<file path="config.mk">
export PLATFORM = sky130hd
export DESIGN_NAME = hazard_stall_controller_flat
export DESIGN_NICKNAME = d
export VERILOG_FILES = /design/src/rtl/hazard_stall_controller_pkg.sv /design/src/rtl/hazard_stall_controller_if.sv /design/src/rtl/hazard_stall_controller_hazard_detect.sv /design/src/rtl/hazard_stall_controller.sv /design/src/flat_wrapper.sv
export SDC_FILE = /design/constraint.sdc
export NUM_CORES = 1
export LEC_CHECK = 0
export BUFFER_PORTS_ARGS = -buffer_cell sky130_fd_sc_hd__buf_2
export CORE_MARGIN = 3
export CORE_UTILIZATION = 25
export DETAILED_ROUTE_END_ITERATION = 16
export GPL_TIMING_DRIVEN = 0
export SLEW_MARGIN = 10
export SYNTH_ARGS = -nofsm -noshare
export SYNTH_HDL_FRONTEND = slang
export SYNTH_SLANG_ARGS = --single-unit
export TNS_END_PERCENT = 50
</file>
<file path="constraint.sdc">
create_clock -name clk -period 2.45 [get_ports clk]
set_input_delay 0.245 -clock clk [delete_from_list [all_inputs] [get_ports clk]]
set_output_delay 0.245 -clock clk [all_outputs]
set_load 0.005 [all_outputs]
</file>
<file path="src/rtl/hazard_stall_controller_pkg.sv">
// Shared pipeline definitions for the hazard stall controller: FSM encodings,
// the hardwired-zero register and per-hazard stall counts.
package pipeline_defs;

    typedef enum logic {
        ST_RUN   = 1'b0,
        ST_STALL = 1'b1
    } state_e;

    localparam logic [4:0] REG_ZERO = 5'd0;

    localparam logic [1:0] STALL_LOADUSE    = 2'd1;
    localparam logic [1:0] STALL_BR_ALU     = 2'd1;
    localparam logic [1:0] STALL_BR_LOAD    = 2'd2;
    localparam logic [1:0] STALL_BR_MEMLOAD = 2'd1;

    // $0 is hardwired, so a write to it can never create a dependency.
    function automatic logic reg_match(input logic [4:0] dst,
                                       input logic [4:0] src,
                                       input logic       src_used);
        return (dst != REG_ZERO) && (dst == src) && src_used;
    endfunction

endpackage

</file>
<file path="src/rtl/hazard_stall_controller_if.sv">
// ID/EX/MEM hazard fields in, pipeline stall/flush controls out.
// StallCycles/FlushCount exist only when HAZARD_PERF_EN is defined.
interface hazard_stall_controller_if #(parameter int PERF_W = 32);
    logic [4:0] IIRs;
    logic [4:0] IIRt;
    logic       IDUseRt;
    logic       beq;
    logic       bne;
    logic       jump;
    logic       BrTaken;
    logic       IEMemRead;
    logic       IERegWrite;
    logic [4:0] IERd;
    logic       EMMemRead;
    logic [4:0] EMRd;
    logic       PCWrite;
    logic       IFIDWrite;
    logic       IDEXBubble;
    logic       IFIDFlush;
    logic       StallActive;
`ifdef HAZARD_PERF_EN
    logic [PERF_W-1:0] StallCycles;
    logic [PERF_W-1:0] FlushCount;

    modport master (
        output IIRs, IIRt, IDUseRt, beq, bne, jump, BrTaken,
        output IEMemRead, IERegWrite, IERd, EMMemRead, EMRd,
        input  PCWrite, IFIDWrite, IDEXBubble, IFIDFlush, StallActive,
        input  StallCycles, FlushCount
    );
    modport slave (
        input  IIRs, IIRt, IDUseRt, beq, bne, jump, BrTaken,
        input  IEMemRead, IERegWrite, IERd, EMMemRead, EMRd,
        output PCWrite, IFIDWrite, IDEXBubble, IFIDFlush, StallActive,
        output StallCycles, FlushCount
    );
`else
    modport master (
        output IIRs, IIRt, IDUseRt, beq, bne, jump, BrTaken,
        output IEMemRead, IERegWrite, IERd, EMMemRead, EMRd,
        input  PCWrite, IFIDWrite, IDEXBubble, IFIDFlush, StallActive
    );
    modport slave (
        input  IIRs, IIRt, IDUseRt, beq, bne, jump, BrTaken,
        input  IEMemRead, IERegWrite, IERd, EMMemRead, EMRd,
        output PCWrite, IFIDWrite, IDEXBubble, IFIDFlush, StallActive
    );
`endif
endinterface

</file>
<file path="src/rtl/hazard_stall_controller_hazard_detect.sv">
// Purely combinational stall-count calculation for the instruction in ID
// against producers in EX and MEM; zero latency.
module hazard_detect
    import pipeline_defs::*;
(
    input  logic [4:0] IIRs_i,
    input  logic [4:0] IIRt_i,
    input  logic       IDUseRt_i,
    input  logic       beq_i,
    input  logic       bne_i,
    input  logic       IEMemRead_i,
    input  logic       IERegWrite_i,
    input  logic [4:0] IERd_i,
    input  logic       EMMemRead_i,
    input  logic [4:0] EMRd_i,
    output logic [1:0] stall_n_o
);
    logic branch;
    logic ex_match;
    logic ex_live;
    logic mem_match;

    assign branch    = beq_i | bne_i;
    assign ex_match  = reg_match(IERd_i, IIRs_i, 1'b1) | reg_match(IERd_i, IIRt_i, IDUseRt_i);
    assign mem_match = reg_match(EMRd_i, IIRs_i, 1'b1) | reg_match(EMRd_i, IIRt_i, IDUseRt_i);
    // An EX register match only matters if that instruction actually produces a value.
    assign ex_live   = ex_match & (IEMemRead_i | IERegWrite_i);

    always_comb begin
        stall_n_o = 2'd0;
        if (branch) begin
            if (IEMemRead_i && ex_match)
                stall_n_o = STALL_BR_LOAD;
            else if (IERegWrite_i && ex_match)
                stall_n_o = STALL_BR_ALU;
            else if (EMMemRead_i && mem_match && !ex_live)
                stall_n_o = STALL_BR_MEMLOAD;
        end else if (IEMemRead_i && ex_match) begin
            stall_n_o = STALL_LOADUSE;
        end
    end
endmodule

</file>
<file path="src/rtl/hazard_stall_controller.sv">
// Load-use / branch-dependency stall sequencer with taken-branch/jump IF/ID flush.
// Optional perf counters (StallCycles, FlushCount) enabled by defining HAZARD_PERF_EN.
module hazard_stall_controller
    import pipeline_defs::*;
#(
    parameter int PERF_W = 32
) (
    input  logic                        clk,
    input  logic                        reset,
    hazard_stall_controller_if.slave    hif
);
    if (PERF_W < 2) begin : g_bad_perf_w
        $error("PERF_W must be at least 2");
    end

    state_e     state_q, state_d;
    logic [1:0] rem_q, rem_d;
    logic [1:0] stall_n;
    logic       pc_write;
    logic       ifid_write;
    logic       idex_bubble;
    logic       ifid_flush;
    logic       stall_active;

    hazard_detect u_detect (
        .IIRs_i       (hif.IIRs),
        .IIRt_i       (hif.IIRt),
        .IDUseRt_i    (hif.IDUseRt),
        .beq_i        (hif.beq),
        .bne_i        (hif.bne),
        .IEMemRead_i  (hif.IEMemRead),
        .IERegWrite_i (hif.IERegWrite),
        .IERd_i       (hif.IERd),
        .EMMemRead_i  (hif.EMMemRead),
        .EMRd_i       (hif.EMRd),
        .stall_n_o    (stall_n)
    );

    always_ff @(posedge clk or posedge reset) begin
        if (reset) begin
            state_q <= ST_RUN;
            rem_q   <= 2'd0;
        end else begin
            state_q <= state_d;
            rem_q   <= rem_d;
        end
    end

    always_comb begin
        state_d      = state_q;
        rem_d        = rem_q;
        pc_write     = 1'b1;
        ifid_write   = 1'b1;
        idex_bubble  = 1'b0;
        ifid_flush   = 1'b0;
        stall_active = 1'b0;
        if (reset) begin
            state_d     = ST_RUN;
            rem_d       = 2'd0;
            pc_write    = 1'b0;
            ifid_write  = 1'b0;
            idex_bubble = 1'b1;
        end else begin
            case (state_q)
                ST_RUN: begin
                    if (stall_n != 2'd0) begin
                        // First stall cycle is spent here; a branch is re-resolved afterwards.
                        pc_write    = 1'b0;
                        ifid_write  = 1'b0;
                        idex_bubble = 1'b1;
                        if (stall_n > 2'd1) begin
                            state_d = ST_STALL;
                            rem_d   = stall_n - 2'd1;
                        end
                    end else begin
                        ifid_flush = hif.jump | ((hif.beq | hif.bne) & hif.BrTaken);
                    end
                end
                ST_STALL: begin
                    pc_write     = 1'b0;
                    ifid_write   = 1'b0;
                    idex_bubble  = 1'b1;
                    stall_active = 1'b1;
                    if (rem_q <= 2'd1) begin
                        state_d = ST_RUN;
                        rem_d   = 2'd0;
                    end else begin
                        rem_d = rem_q - 2'd1;
                    end
                end
                default: begin
                    state_d = ST_RUN;
                    rem_d   = 2'd0;
                end
            endcase
        end
    end

    assign hif.PCWrite     = pc_write;
    assign hif.IFIDWrite   = ifid_write;
    assign hif.IDEXBubble  = idex_bubble;
    assign hif.IFIDFlush   = ifid_flush;
    assign hif.StallActive = stall_active;

`ifdef HAZARD_PERF_EN
    logic [PERF_W-1:0] stall_cycles_q;
    logic [PERF_W-1:0] flush_count_q;

    always_ff @(posedge clk or posedge reset) begin
        if (reset) begin
            stall_cycles_q <= '0;
            flush_count_q  <= '0;
        end else begin
            if (!pc_write && (stall_cycles_q != '1))
                stall_cycles_q <= stall_cycles_q + 1'b1;
            if (ifid_flush && (flush_count_q != '1))
                flush_count_q <= flush_count_q + 1'b1;
        end
    end

    assign hif.StallCycles = stall_cycles_q;
    assign hif.FlushCount  = flush_count_q;
`endif

endmodule

</file>
<file path="src/flat_wrapper.sv">
// flat-port wrapper written by rule: the top's interface ports become plain ports
module hazard_stall_controller_flat import pipeline_defs::*;
#(
    parameter int PERF_W = 32
)
  (clk, reset, hif_IIRs, hif_IIRt, hif_IDUseRt, hif_beq, hif_bne, hif_jump, hif_BrTaken, hif_IEMemRead, hif_IERegWrite, hif_IERd, hif_EMMemRead, hif_EMRd, hif_PCWrite, hif_IFIDWrite, hif_IDEXBubble, hif_IFIDFlush, hif_StallActive);
  hazard_stall_controller_if #(.PERF_W(PERF_W)) hif_i ();
  input  logic clk;
  input  logic reset;
  input wire logic [$bits(hif_i.IIRs)-1:0] hif_IIRs;
  input wire logic [$bits(hif_i.IIRt)-1:0] hif_IIRt;
  input wire logic [$bits(hif_i.IDUseRt)-1:0] hif_IDUseRt;
  input wire logic [$bits(hif_i.beq)-1:0] hif_beq;
  input wire logic [$bits(hif_i.bne)-1:0] hif_bne;
  input wire logic [$bits(hif_i.jump)-1:0] hif_jump;
  input wire logic [$bits(hif_i.BrTaken)-1:0] hif_BrTaken;
  input wire logic [$bits(hif_i.IEMemRead)-1:0] hif_IEMemRead;
  input wire logic [$bits(hif_i.IERegWrite)-1:0] hif_IERegWrite;
  input wire logic [$bits(hif_i.IERd)-1:0] hif_IERd;
  input wire logic [$bits(hif_i.EMMemRead)-1:0] hif_EMMemRead;
  input wire logic [$bits(hif_i.EMRd)-1:0] hif_EMRd;
  output wire logic [$bits(hif_i.PCWrite)-1:0] hif_PCWrite;
  output wire logic [$bits(hif_i.IFIDWrite)-1:0] hif_IFIDWrite;
  output wire logic [$bits(hif_i.IDEXBubble)-1:0] hif_IDEXBubble;
  output wire logic [$bits(hif_i.IFIDFlush)-1:0] hif_IFIDFlush;
  output wire logic [$bits(hif_i.StallActive)-1:0] hif_StallActive;
  assign hif_i.IIRs = hif_IIRs;
  assign hif_i.IIRt = hif_IIRt;
  assign hif_i.IDUseRt = hif_IDUseRt;
  assign hif_i.beq = hif_beq;
  assign hif_i.bne = hif_bne;
  assign hif_i.jump = hif_jump;
  assign hif_i.BrTaken = hif_BrTaken;
  assign hif_i.IEMemRead = hif_IEMemRead;
  assign hif_i.IERegWrite = hif_IERegWrite;
  assign hif_i.IERd = hif_IERd;
  assign hif_i.EMMemRead = hif_EMMemRead;
  assign hif_i.EMRd = hif_EMRd;
  assign hif_PCWrite = hif_i.PCWrite;
  assign hif_IFIDWrite = hif_i.IFIDWrite;
  assign hif_IDEXBubble = hif_i.IDEXBubble;
  assign hif_IFIDFlush = hif_i.IFIDFlush;
  assign hif_StallActive = hif_i.StallActive;
  hazard_stall_controller #(.PERF_W(PERF_W)) u_core (.clk(clk), .reset(reset), .hif(hif_i));
endmodule
</file>
==> out/results.txt, run 1 <==
TritonCTS built the clock tree. For the final routed database, the setup TNS stands at 0 ns. STA classifies the critical path endpoint as a flip-flop.

The startpoint identified for the worst register-to-register timing path is u_core.state_q. For the initial core utilization, the log shows 0.268. In this run the horizontal extent of the chip is 52.3 um. At the pin with the least slew margin, the transition time is 0.443 ns. The register share of total power is 0.219, and the die extent in y is 52.3 um. The clock-pin transition on the worst setup and hold timing paths is 0.03 ns, and the worst supply voltage drop on vdd is 0.176 mV. The first-pass iteration count of the detailed router was 4; the area of the core was 2000 sq um.

After routing the design area is 795 sq um. The count of warnings emitted by yosys is 0, and the count of endpoints failing setup in the final report is 0. The portion of the post-synthesis area used by sequential elements is 0.140. Once detail routing completed, the nets flagged for antenna violations numbered 0.

Relative to the synthesized area, the layout overhead comes to 48.4%. Summed instance area of the synthesized netlist: 536 sq um. The source of the worst hold timing path is hif_IEMemRead.

At the later pin of the worst-skew pair, clock insertion delay measures 0.22 ns. Based on the critical path, the design can be clocked at up to 439 MHz. The overflow left after global routing was 0; the total track usage was 0.111. The site row count is 16. Setup repair after global routing could not meet its margin everywhere. The first global-routing pass estimated 2380 um of wire. The total power after layout is 0.231 mW. The tightest slew margin relative to the limit came out at 0.704.

The tools report the number of H-tree levels as 1. The logs give 0 for the final number of hold-violating endpoints and 0.427 for the proportion of power drawn by combinational gates. Synthesis instantiated 29 different standard cells from the library. The shortest period the worst path allows is 2.28 ns, and the worst path arrival time is 2.42 ns. The die footprint is 2730 sq um. For this block, the via count after detailed routing is 579. The total wirelength of the detailed-routed design came out at 1430 um. Dividing the detail-routed wire length by the instance count gives 10.8 um. Worst reg2reg path endpoint: u_core.rem_q[1]. Setup slack on the worst reg-to-reg path comes out at 1.23 ns. The violation count after the first detailed-route iteration was 5. The number of global-route vias before repair was 595; the data required time at the worst endpoint was 2.59 ns.

The CTS sink count was 3; the total half-perimeter wirelength after legalization and detailed placement was 1290 um. Each instance of the synthesized netlist takes up on average 8.11 sq um. The cell sitting at the root of the clock tree is a clkbuf_4. The power density over the cells works out to 290 nW/um^2. The routability-driven placement congestion ratio was 0.712. For hold timing, the worst endpoint is u_core.state_q.

Share of total power consumed by net switching: 0.301. The logs give 35 for the I/O pin count and 0 for the number of pins with negative max-slew slack in the final report. The placed instances occupy a cell area of 739 sq um. The critical path launch point type is a primary input. After detailed routing, the number of remaining DRC violations is 0. The run finished with clean final reports. The post-detailed-route via-to-cell ratio was 4.35; the total leakage power was 0.373 nW. The library cells used most frequently in the layout, excluding fill and tap cells, are 34 x buf_2, 14 x xor2_1, 6 x xnor2_1, 6 x nand3_1, 4 x nor2_1. The tools report the net count after synthesis as 97. The length in cells of the worst reg-to-reg path is 3, and the final-stage net count is 138. Entering global routing, the biggest net connects 9 pins. The flop and latch count out of synthesis came out at 3.

The library cell used most frequently in the layout, excluding fill and tap cells, is buf_2. Across the run, the number of max-cap violations was 0. On the final layout, the worst clock skew is 0.00232 ns. Cell internal power was estimated by the tool at 0.161 mW.

The min-delay analysis places its worst path in the category in -> reg. Of all nets on the critical path, the largest fanout is 8. 0 antenna diodes ended up in the layout. The ratio of final minimum period to clock period works out to 0.931. The number of antenna violations at the first check in global routing is 0, and the number of buffers inserted by port buffering is 34.

Synthesis produced 66 cells. Counting instances, the worst hold path has a depth of 3. The logs give 0.0694 mW for the total net switching power and 3 for the number of buffers created by CTS. The proportion of layout cells with a drive suffix above 1 came out at 0.481.

The category of the most critical setup path was in -> reg. Clock network power share: 0.354. The clock passes through at most 2 buffers.
==> critical path: stages <==
cell      delay, ns
buf_2          0.12
or4_1          0.54
nor2_2         0.15
a21oi_4        0.07
a21o_1         0.20
a211oi_2       0.18
ha_2           0.29
or3_1          0.29
and3_2         0.21
o21ai_1        0.13
==> worst max path at each step <==
| stage | start | cells after the start | end | slack [ns] |
|---|---|---|---|---|
| finish | hif_IERd[0] | 10 | u_core.rem_q[1] | 0.17 |
| floorplan | hif_IERd[0] | 9 | u_core.rem_q[1] | 0.22 |
| CTS | hif_IERd[2] | 12 | hif_PCWrite | 0.1 |
| detailed placement | hif_IERd[2] | 11 | u_core.rem_q[1] | -0.12 |
| global placement | hif_IERd[2] | 11 | u_core.rem_q[1] | -0.08 |
| global route | hif_IERd[2] | 12 | hif_PCWrite | 0.005 |
==> power by group through the flow <==
stage	logic [mW]	clock network [mW]	registers (mW)
after floorplan	0.0478	0	0.0511
after global placement	0.0936	0	0.0511
after detailed placement	0.0957	0	0.0512
after CTS	0.0972	0.0844	0.0506
after global routing	0.110	0.0944	0.0506
final	0.0984	0.0817	0.0506
==> cell usage after synthesis, drive strengths merged <==
library cell	n	area share
xnor2	6	0.098
nor3b	2	0.028
or2	1	0.012
ha	1	0.023
a21oi	5	0.075
a22oi	1	0.014
xor2	14	0.23
nand4b	1	0.016
nor3	2	0.019
nor2b	1	0.012
buf	1	0.014
a211oi	1	0.023
nor4	2	0.035
nand2	3	0.021
nor2	5	0.040
o21ai	2	0.019
or4	2	0.028
or3	1	0.012
and3	2	0.028
inv	2	0.014
nand3	6	0.056
a21o	1	0.014
dfrtp	3	0.14
o32ai	1	0.030
==> stage by stage <==
step,util,hold WS (ns),instances,setup slack (ns)
after floorplan,-,-0.00136,66,0.217
after global routing,0.397,0.364,133,0.00464
after global placement,0.369,0.161,127,-0.0782
final,0.397,0.352,133,0.170
after CTS,0.388,0.347,132,0.0955
after detailed placement,0.369,0.167,127,-0.123
==> sequential cells by signal (all words and copies together) (netlist names) <==
| name | flops |
|---|---|
| u_core.rem_q | 2 |
| u_core.state_q | 1 |
==> metal layers <==
metal,wire length (um),GRT usage,up-vias
met3,40,0.00855,0
met5,0,0,-
met4,0,0.0255,0
li1,-,-,314
met1,596,0.130,258
met2,798,0.213,7
==> cell families (layout without fill, tap and decap cells) <==
group / after synthesis / after routing / share of synthesized area
buffers and inverters: 3 / 43 / 0.0280
AND/OR/NAND/NOR: 28 / 28 / 0.306
adder cells (fa/ha/maj): 1 / 1 / 0.0234
XOR/XNOR: 20 / 20 / 0.327
flip-flops: 3 / 3 / 0.140
AO/OA/AOI/OAI: 11 / 11 / 0.175
==> area by class of cell <==
| type | instances | area (sq um) |
|---|---|---|
| Buffer | 1 | 7.51 |
| Clock buffer | 4 | 26.3 |
| Fill cell | 224 | 1210 |
| Inverter | 2 | 7.51 |
| Multi-Input combinational cell | 60 | 457 |
| Sequential cell | 3 | 75.1 |
| Tap cell | 27 | 33.8 |
| Timing Repair Buffer | 36 | 188 |
==> repair_timing <==
item,CTS,global route
buffers inserted,0,1
hold buffers,1,0
gates resized for setup,0,4
endpoints found under the setup margin,0,4
endpoints found under the hold margin,3,0
Power figures use the tool's default switching activity.
==> run 2, diff against run 1 <==
--- a/config.mk
+++ b/config.mk
@@ -9,7 +9,7 @@
 export CORE_MARGIN = 3
 export CORE_UTILIZATION = 25
 export DETAILED_ROUTE_END_ITERATION = 16
-export GPL_TIMING_DRIVEN = 0
+export RECOVER_POWER = 25
 export SLEW_MARGIN = 10
 export SYNTH_ARGS = -nofsm -noshare
 export SYNTH_HDL_FRONTEND = slang
==> out/results.txt, run 2 (synthesis results as in run 1) <==
The total power after layout was 0.242 mW. Wire length of the first global-routing pass: 2470 um. The total track usage was 0.125; the first-pass iteration count of the detailed router was 4.

In the routed layout, each cell is associated on average with a via count of 4.43. The maximum clock rate is 446 MHz. The run finished with clean final reports. For the final number of hold-violating endpoints, the log shows 0. The largest buffer count on any clock path was 2; the clock insertion delay at the later pin of the skew report was 0.25 ns. The register with the most flip-flops is u_core.rem_q. Summed over all layers, the global routing overflow is 0.

During I/O placement, the number of pins put on the boundary was 35. STA classifies the critical path startpoint as a primary input. The proportion of layout cells with a drive suffix above 1 came out at 0.449. The critical path is of the in -> out type. In this design, the stage delay of the slowest critical-path cell is 0.51 ns. After detailed routing, the wire length on met1 is 632 um. The number of maximum-capacitance constraint violations is 0. In the final layout, the registers with the most flip-flops are u_core.rem_q x2, u_core.state_q x1. The tools report the pin count of the biggest net entering global routing as 7. The number of buffers added to fix hold violations after cts was 1; the die footprint was 2730 sq um. TritonCTS built the clock tree. The tools report the number of nets still failing antenna checks after routing as 0.

In this run the worst hold path is classified as in -> reg. Slew of the pin with the lowest slew margin: 0.242 ns. The tools report the final core utilization as 0.394. The library cell used most frequently in the layout, excluding fill and tap cells, is buf_2.

Summed over all nets, wire length on met2 after detailed routing comes to 781 um. For this block, the initial DRC count from the detailed router was 2. The logs give 0.839 for the tightest slew margin relative to the limit and 0 for the count of endpoints failing setup in the final report.

The die extent in y came out at 52.3 um. The most frequent cell on the critical path was buf_2. For the post-CTS resize count, the log shows 0. The routed layout has 593 vias.

0 antenna diodes ended up in the layout. The met3 routed wirelength is 66 um. For this block, the routed nets add up to 1500 um of wire.

The congestion estimate from routability-driven global placement came to 0.805. After the last flow step, the layout net total stands at 139. Setup repair after global routing left no endpoint under its margin. The register with the most flip-flops in the layout has 2 of them. Along the worst path, the maximum fanout reaches 3. Buffers inserted during clock tree synthesis total 3.

For this design the static power due to leakage is 0.373 nW. In this run the power density over the cells is 306 nW/um^2. Worst clock skew: 0.00656 ns.

The number of antenna violations at the first check in global routing was 0. From synthesis to final layout, the design area changed by 47.4%. After detailed routing, no signal wire sits above met4. Post-CTS timing repair inserted 0 buffers for setup. The total half-perimeter wirelength after legalization and detailed placement came out at 1310 um. The detail-routed net length per standard cell came out at 11.2 um. After detailed routing, the number of remaining DRC violations is 0. The signal on the critical path passes through buf_2 > or4_1 > o21ai_0 > a21oi_1 > nor3b_1 > a211oi_2 > ha_1 > nand2_1 > nor2_1 > buf_2.

The area of the core came out at 2000 sq um. The number of H-tree levels was 1; the number of global-route vias before repair was 591. At the worst endpoint, the required time is 2.20 ns. The tools report the endpoint type of the worst setup path as an output port. The tools report the site row count as 16.

Worst slack at placement: -0.0172 ns. For the worst setup path, the data arrival time is 2.00 ns. Clock-pin transition on the worst setup and hold timing paths: 0.04 ns. The clock period could shrink to 2.24 ns. The tools report the buffer cell driving the clock tree root as clkbuf_4. The top cell types in the final layout, fill and taps aside, are 33 x buf_2, 14 x xor2_1, 6 x xnor2_1, 6 x nand3_1, 4 x nor2_1.

The logs give 0.268 for the initial core utilization and 0.269 mV for the worst supply voltage drop on vdd. Port buffering added 34 buffers. The kind of cell with the highest combined delay along the critical path is simple AND/OR/NAND/NOR gates. Combined buffer and inverter count along the critical path: 2. The tools report the worst setup margin as 0.207 ns. The slowest stage of the critical path belongs to the cell or4_1.

Counting every sink on the clock net gives 3. The number of pins with negative max-slew slack in the final report was 0; the die boundary width was 52.3 um. Ratio of final minimum period to clock period: 0.915.
-- run 2: cell types whose count changed in the layout (fill, tap and decap cells not counted), sizes merged --
cell | previous run | this run
clkbuf | 4 | 5
-- run 2: worst paths after layout --
check	depth (start not counted)	to	slack, ns	from
setup / recovery	10	hif_IFIDFlush	0.21	hif_EMRd[2]
hold / removal	3	u_core.state_q	0.33	hif_IEMemRead
setup reg to reg	3	u_core.rem_q[1]	1.21	u_core.state_q
hold reg to reg	1	u_core.rem_q[0]	0.52	u_core.rem_q[0]
max in group asynchronous	3	u_core.rem_q[0]	1.83	reset
min in group asynchronous	3	u_core.state_q	0.49	reset
-- run 2: layout make-up --
class	count	area, sq um
Multi-Input combinational cell	60	445
Sequential cell	3	75.1
Tap cell	27	33.8
Clock buffer	4	26.3
Timing Repair Buffer	38	201
Fill cell	214	1210
Inverter	2	7.51
-- run 2: metrics by stage --
step / hold WS, ns / instance area, sq um / setup TNS, ns / std cells
2_1_floorplan: -0.00136 / 536 / 0 / 66
3_3_place_gp: 0.173 / 754 / 0 / 129
3_5_place_dp: 0.166 / 754 / -0.0172 / 129
4_1_cts: 0.317 / 791 / 0 / 134
5_1_grt: 0.368 / 790 / 0 / 134
6_report: 0.328 / 790 / 0 / 134
-- run 2: report_power, final --
group | leakage, nW | internal, mW | switching, mW
clock network | 0.0150 | 0.0614 | 0.0319
logic | 0.316 | 0.0498 | 0.0482
registers | 0.0419 | 0.0501 | 0.000420
total | 0.373 | 0.161 | 0.0805
-- run 2: layer usage --
layer,up-vias,global-route usage
met2,8,0.194
met1,264,0.142
met4,0,0.0766
li1,318,-
met3,3,0.0513
met5,-,0
-- run 2: worst reg2reg max path: stages, from the launching register on --
cell     delay, ns
dfrtp_1       0.42
or3_1         0.38
and3_2        0.21
o21ai_1       0.14
==> run 3, diff against run 2 <==
--- a/config.mk
+++ b/config.mk
@@ -13,5 +13,6 @@
 export SLEW_MARGIN = 10
 export SYNTH_ARGS = -nofsm -noshare
 export SYNTH_HDL_FRONTEND = slang
+export SYNTH_HIERARCHICAL = 1
 export SYNTH_SLANG_ARGS = --single-unit
-export TNS_END_PERCENT = 50
+export TNS_END_PERCENT = 1
==> out/results.txt, run 3 <==
The flow ran to the end, but the final reports show violations. The checks that failed: negative setup slack. The layout filler cell count is 202.

The cell type with the largest total area after synthesis was xnor2_1. Setup repair after global routing could not meet its margin everywhere. The run gives 2160 um as the wire length of the first global-routing pass.

The die is 52.8 um tall. Maximum clock rate: 406 MHz. Summed over all nets, the half-perimeter wirelength after detailed placement is 1290 um. Critical path launch point: hif_IERd[4].

The run gives 0.137 as the portion of the post-synthesis area used by sequential elements. The total negative setup slack is -0.0111 ns. At the worst endpoint, the arrival time is 2.57 ns. The pre-antenna-repair detailed-routing pass consisted of 4 iterations. The tools report the gate count of the mapped netlist as 67.

For the final core utilization, the log shows 0.455. The min-delay analysis places its worst path in the category reg -> reg. By startpoint and endpoint, the worst setup path is classified as in -> reg. TritonCTS built the clock tree.

At the later pin of the worst-skew pair, clock insertion delay measures 0.23 ns. The proportion of register bits with asynchronous set or reset after synthesis works out to 1.00. The count of flip-flops with a built-in enable after synthesis was 0.

For the number of antenna violations at the first check in global routing, the log shows 0. The number of H-tree levels came out at 1. For the routability-driven placement congestion ratio, the log shows 0.800.

The tools report the final number of hold-violating endpoints as 0. The worst setup path is captured at a flip-flop. The worst clock skew was 0.00130 ns.

The net count of the finished layout is 151. Most common library cell in the layout ignoring fill and taps: buf_2. The setup check on the worst reg-to-reg path leaves a slack of 1.08 ns. The maximum fanout encountered on the critical timing path was 3.

Clock tree synthesis inserted a total of 3 buffers. For the worst supply voltage drop on vdd, the log shows 0.195 mV. The total track usage is 0.103. For this run, the leading register cell type out of synthesis is dfrtp_1.

Register with the most flip-flops: u_core/rem_q. In the final routed layout, each cell accounts on average for 11.0 um. The logs give 0.270 for the initial core utilization and 0.452 nW for the total leakage power.

The tools report the critical path launch point type as a primary input. The commonest cells after synthesis are 12 x xnor2_1, 8 x xor2_1, 5 x inv_1. The fraction of synthesized cell area taken by the top area cell type was 0.192. The register with the most flip-flops in the layout has 2 of them.

The number of pins with negative max-slew slack in the final report is 0, and the layout overhead on the synthesized area is 68.2%. The logs give 9 for the pin count of the biggest net entering global routing and 1600 um for the total wirelength of the detailed-routed design. After detailed routing, the number of remaining DRC violations is 0. The number of different library cells used by synthesis comes to 33. Max-cap violations in this run came to 0.

Among all cell types in the netlist, the one instantiated most often is xnor2_1. The ratio of final minimum period to clock period came out at 1.00. When the netlist entered floorplanning its net count stood at 99. The first routing iteration left 2 violations.

The worst reg2reg path endpoint is u_core/rem_q[1]. The run gives 0 as the number of nets still failing antenna checks after routing. The top cell types in the final layout, fill and taps aside, are 33 x buf_2, 14 x buf_4, 9 x xnor2_1. The die is 52.8 um wide. The run gives 16 as the site row count. The largest registers in the layout are u_core/rem_q x2, u_core/state_q x1. The power density over the cells is 276 nW/um^2, and the area of the core is 2020 sq um. Ranked by total cell area, the synthesized netlist is headed by xnor2_1 19%, dfrtp_1 14%, xor2_1 13%. The die footprint came out at 2780 sq um. Clock tree synthesis selected as its root buffer the cell clkbuf_4. After synthesis, the mean cell area works out to 8.16 sq um. The largest buffer count on any clock path was 2.

The worst setup margin is -0.0111 ns, and the slew of the pin with the lowest slew margin is 0.345 ns. The startpoint identified for the worst register-to-register timing path is u_core/state_q. After global routing the overflow that remains totals 0. The proportion of layout cells with a drive suffix above 1 is 0.517, and the via count of the routed design is 646.

The smallest clock period supported by the final layout is computed as 2.46 ns. For the count of warnings emitted by yosys, the log shows 6. Number of buffers inserted by port buffering: 34.

For this design the top-level I/O count stands at 35. The critical path ends at u_core/rem_q[1]. Clock-pin slew was measured on the worst setup and hold paths at 0.03 ns. The tools report the total power after layout as 0.254 mW.

The number of antenna diodes in the final layout is 0. After synthesis the cells add up to 547 sq um. Tightest slew margin relative to the limit: 0.770.

The count of endpoints failing setup in the final report is 1, and the length in cells of the worst reg-to-reg path is 2. The tools report the data required time at the worst endpoint as 2.56 ns. Dividing the detail-routed via count by the number of cells gives 4.46. The hold-critical path depth is 1, and the flop and latch count out of synthesis is 3. Clock tree synthesis found a total of 3 sinks. The tools report the number of global-route vias before repair as 591.
-- run 3: changes by cell type after synthesis, moves of 2 or more --
cell / delta
and3_2: -2
inv_1: +3
nand3_1: -4
xnor2_1: +6
xor2_1: -6
-- run 3: power by group --
group | internal [mW] | total (mW) | switching, mW
clock | 0.0609 | 0.0841 | 0.0232
combinational | 0.0653 | 0.120 | 0.0544
sequential | 0.0500 | 0.0500 | 0.0000747
-- run 3: layout make-up --
cell class                      count  area [sq um]  area share
Clock buffer                        4          26.3      0.0286
Inverter                            5          18.8      0.0204
Multi-Input combinational cell     57           482       0.524
Sequential cell                     3          75.1      0.0816
Tap cell                           27          33.8      0.0367
Timing Repair Buffer               49           284       0.309
-- run 3: critical path: stages --
cell	delay, ns
buf_2	0.12
xnor2_1	0.16
nand3_1	0.11
o32ai_2	0.30
o21a_1	0.22
a21boi_2	0.08
o31ai_2	0.32
inv_1	0.08
ha_2	0.19
or4b_4	0.50
a41o_1	0.25
-- run 3: metal layers --
metal | up-vias | share of wire | track usage
met5 | - | 0 | 0
met4 | 0 | 0 | 0.0511
met3 | 0 | 0.078 | 0
met2 | 23 | 0.53 | 0.207
met1 | 281 | 0.39 | 0.106
li1 | 342 | - | -
-- run 3: kinds of logic (layout without fill, tap and decap cells) --
group / count (synthesis) / after routing / synth area share
DFF: 3 / 3 / 0.137
AOI/OAI and AO/OA: 12 / 12 / 0.181
xor gates and xnor gates: 20 / 20 / 0.320
and+or+nand+nor: 23 / 23 / 0.261
buffers and inverters: 7 / 58 / 0.0549
adders and majority gates: 2 / 2 / 0.0458
-- run 3: worst min path at each step --
stage	start	to	slack [ns]
floorplan	reset	u_core/rem_q[0]	0.20
global placement	reset	u_core/state_q	0.19
detailed placement	reset	u_core/state_q	0.20
CTS	reset	u_core/rem_q[0]	0.50
global route	u_core/rem_q[1]	u_core/rem_q[1]	0.56
finish	u_core/rem_q[1]	u_core/rem_q[1]	0.53
-- run 3: what timing repair did --
action,CTS,global route
buffers inserted,0,1
setup endpoints to repair,0,6
hold buffers,1,0
hold endpoints to repair,3,0
gates resized for setup,0,6
-- run 3: stage by stage --
step           setup slack (ns)  instances  hold slack, ns  cell area, sq um
5_1_grt                 -0.0814        145           0.564               920
4_1_cts                  0.0232        144           0.497               881
3_5_place_dp             -0.222        139           0.198               845
3_3_place_gp             -0.176        139           0.191               845
6_report                -0.0111        145           0.530               920
2_1_floorplan            0.0119         67           0.200               554
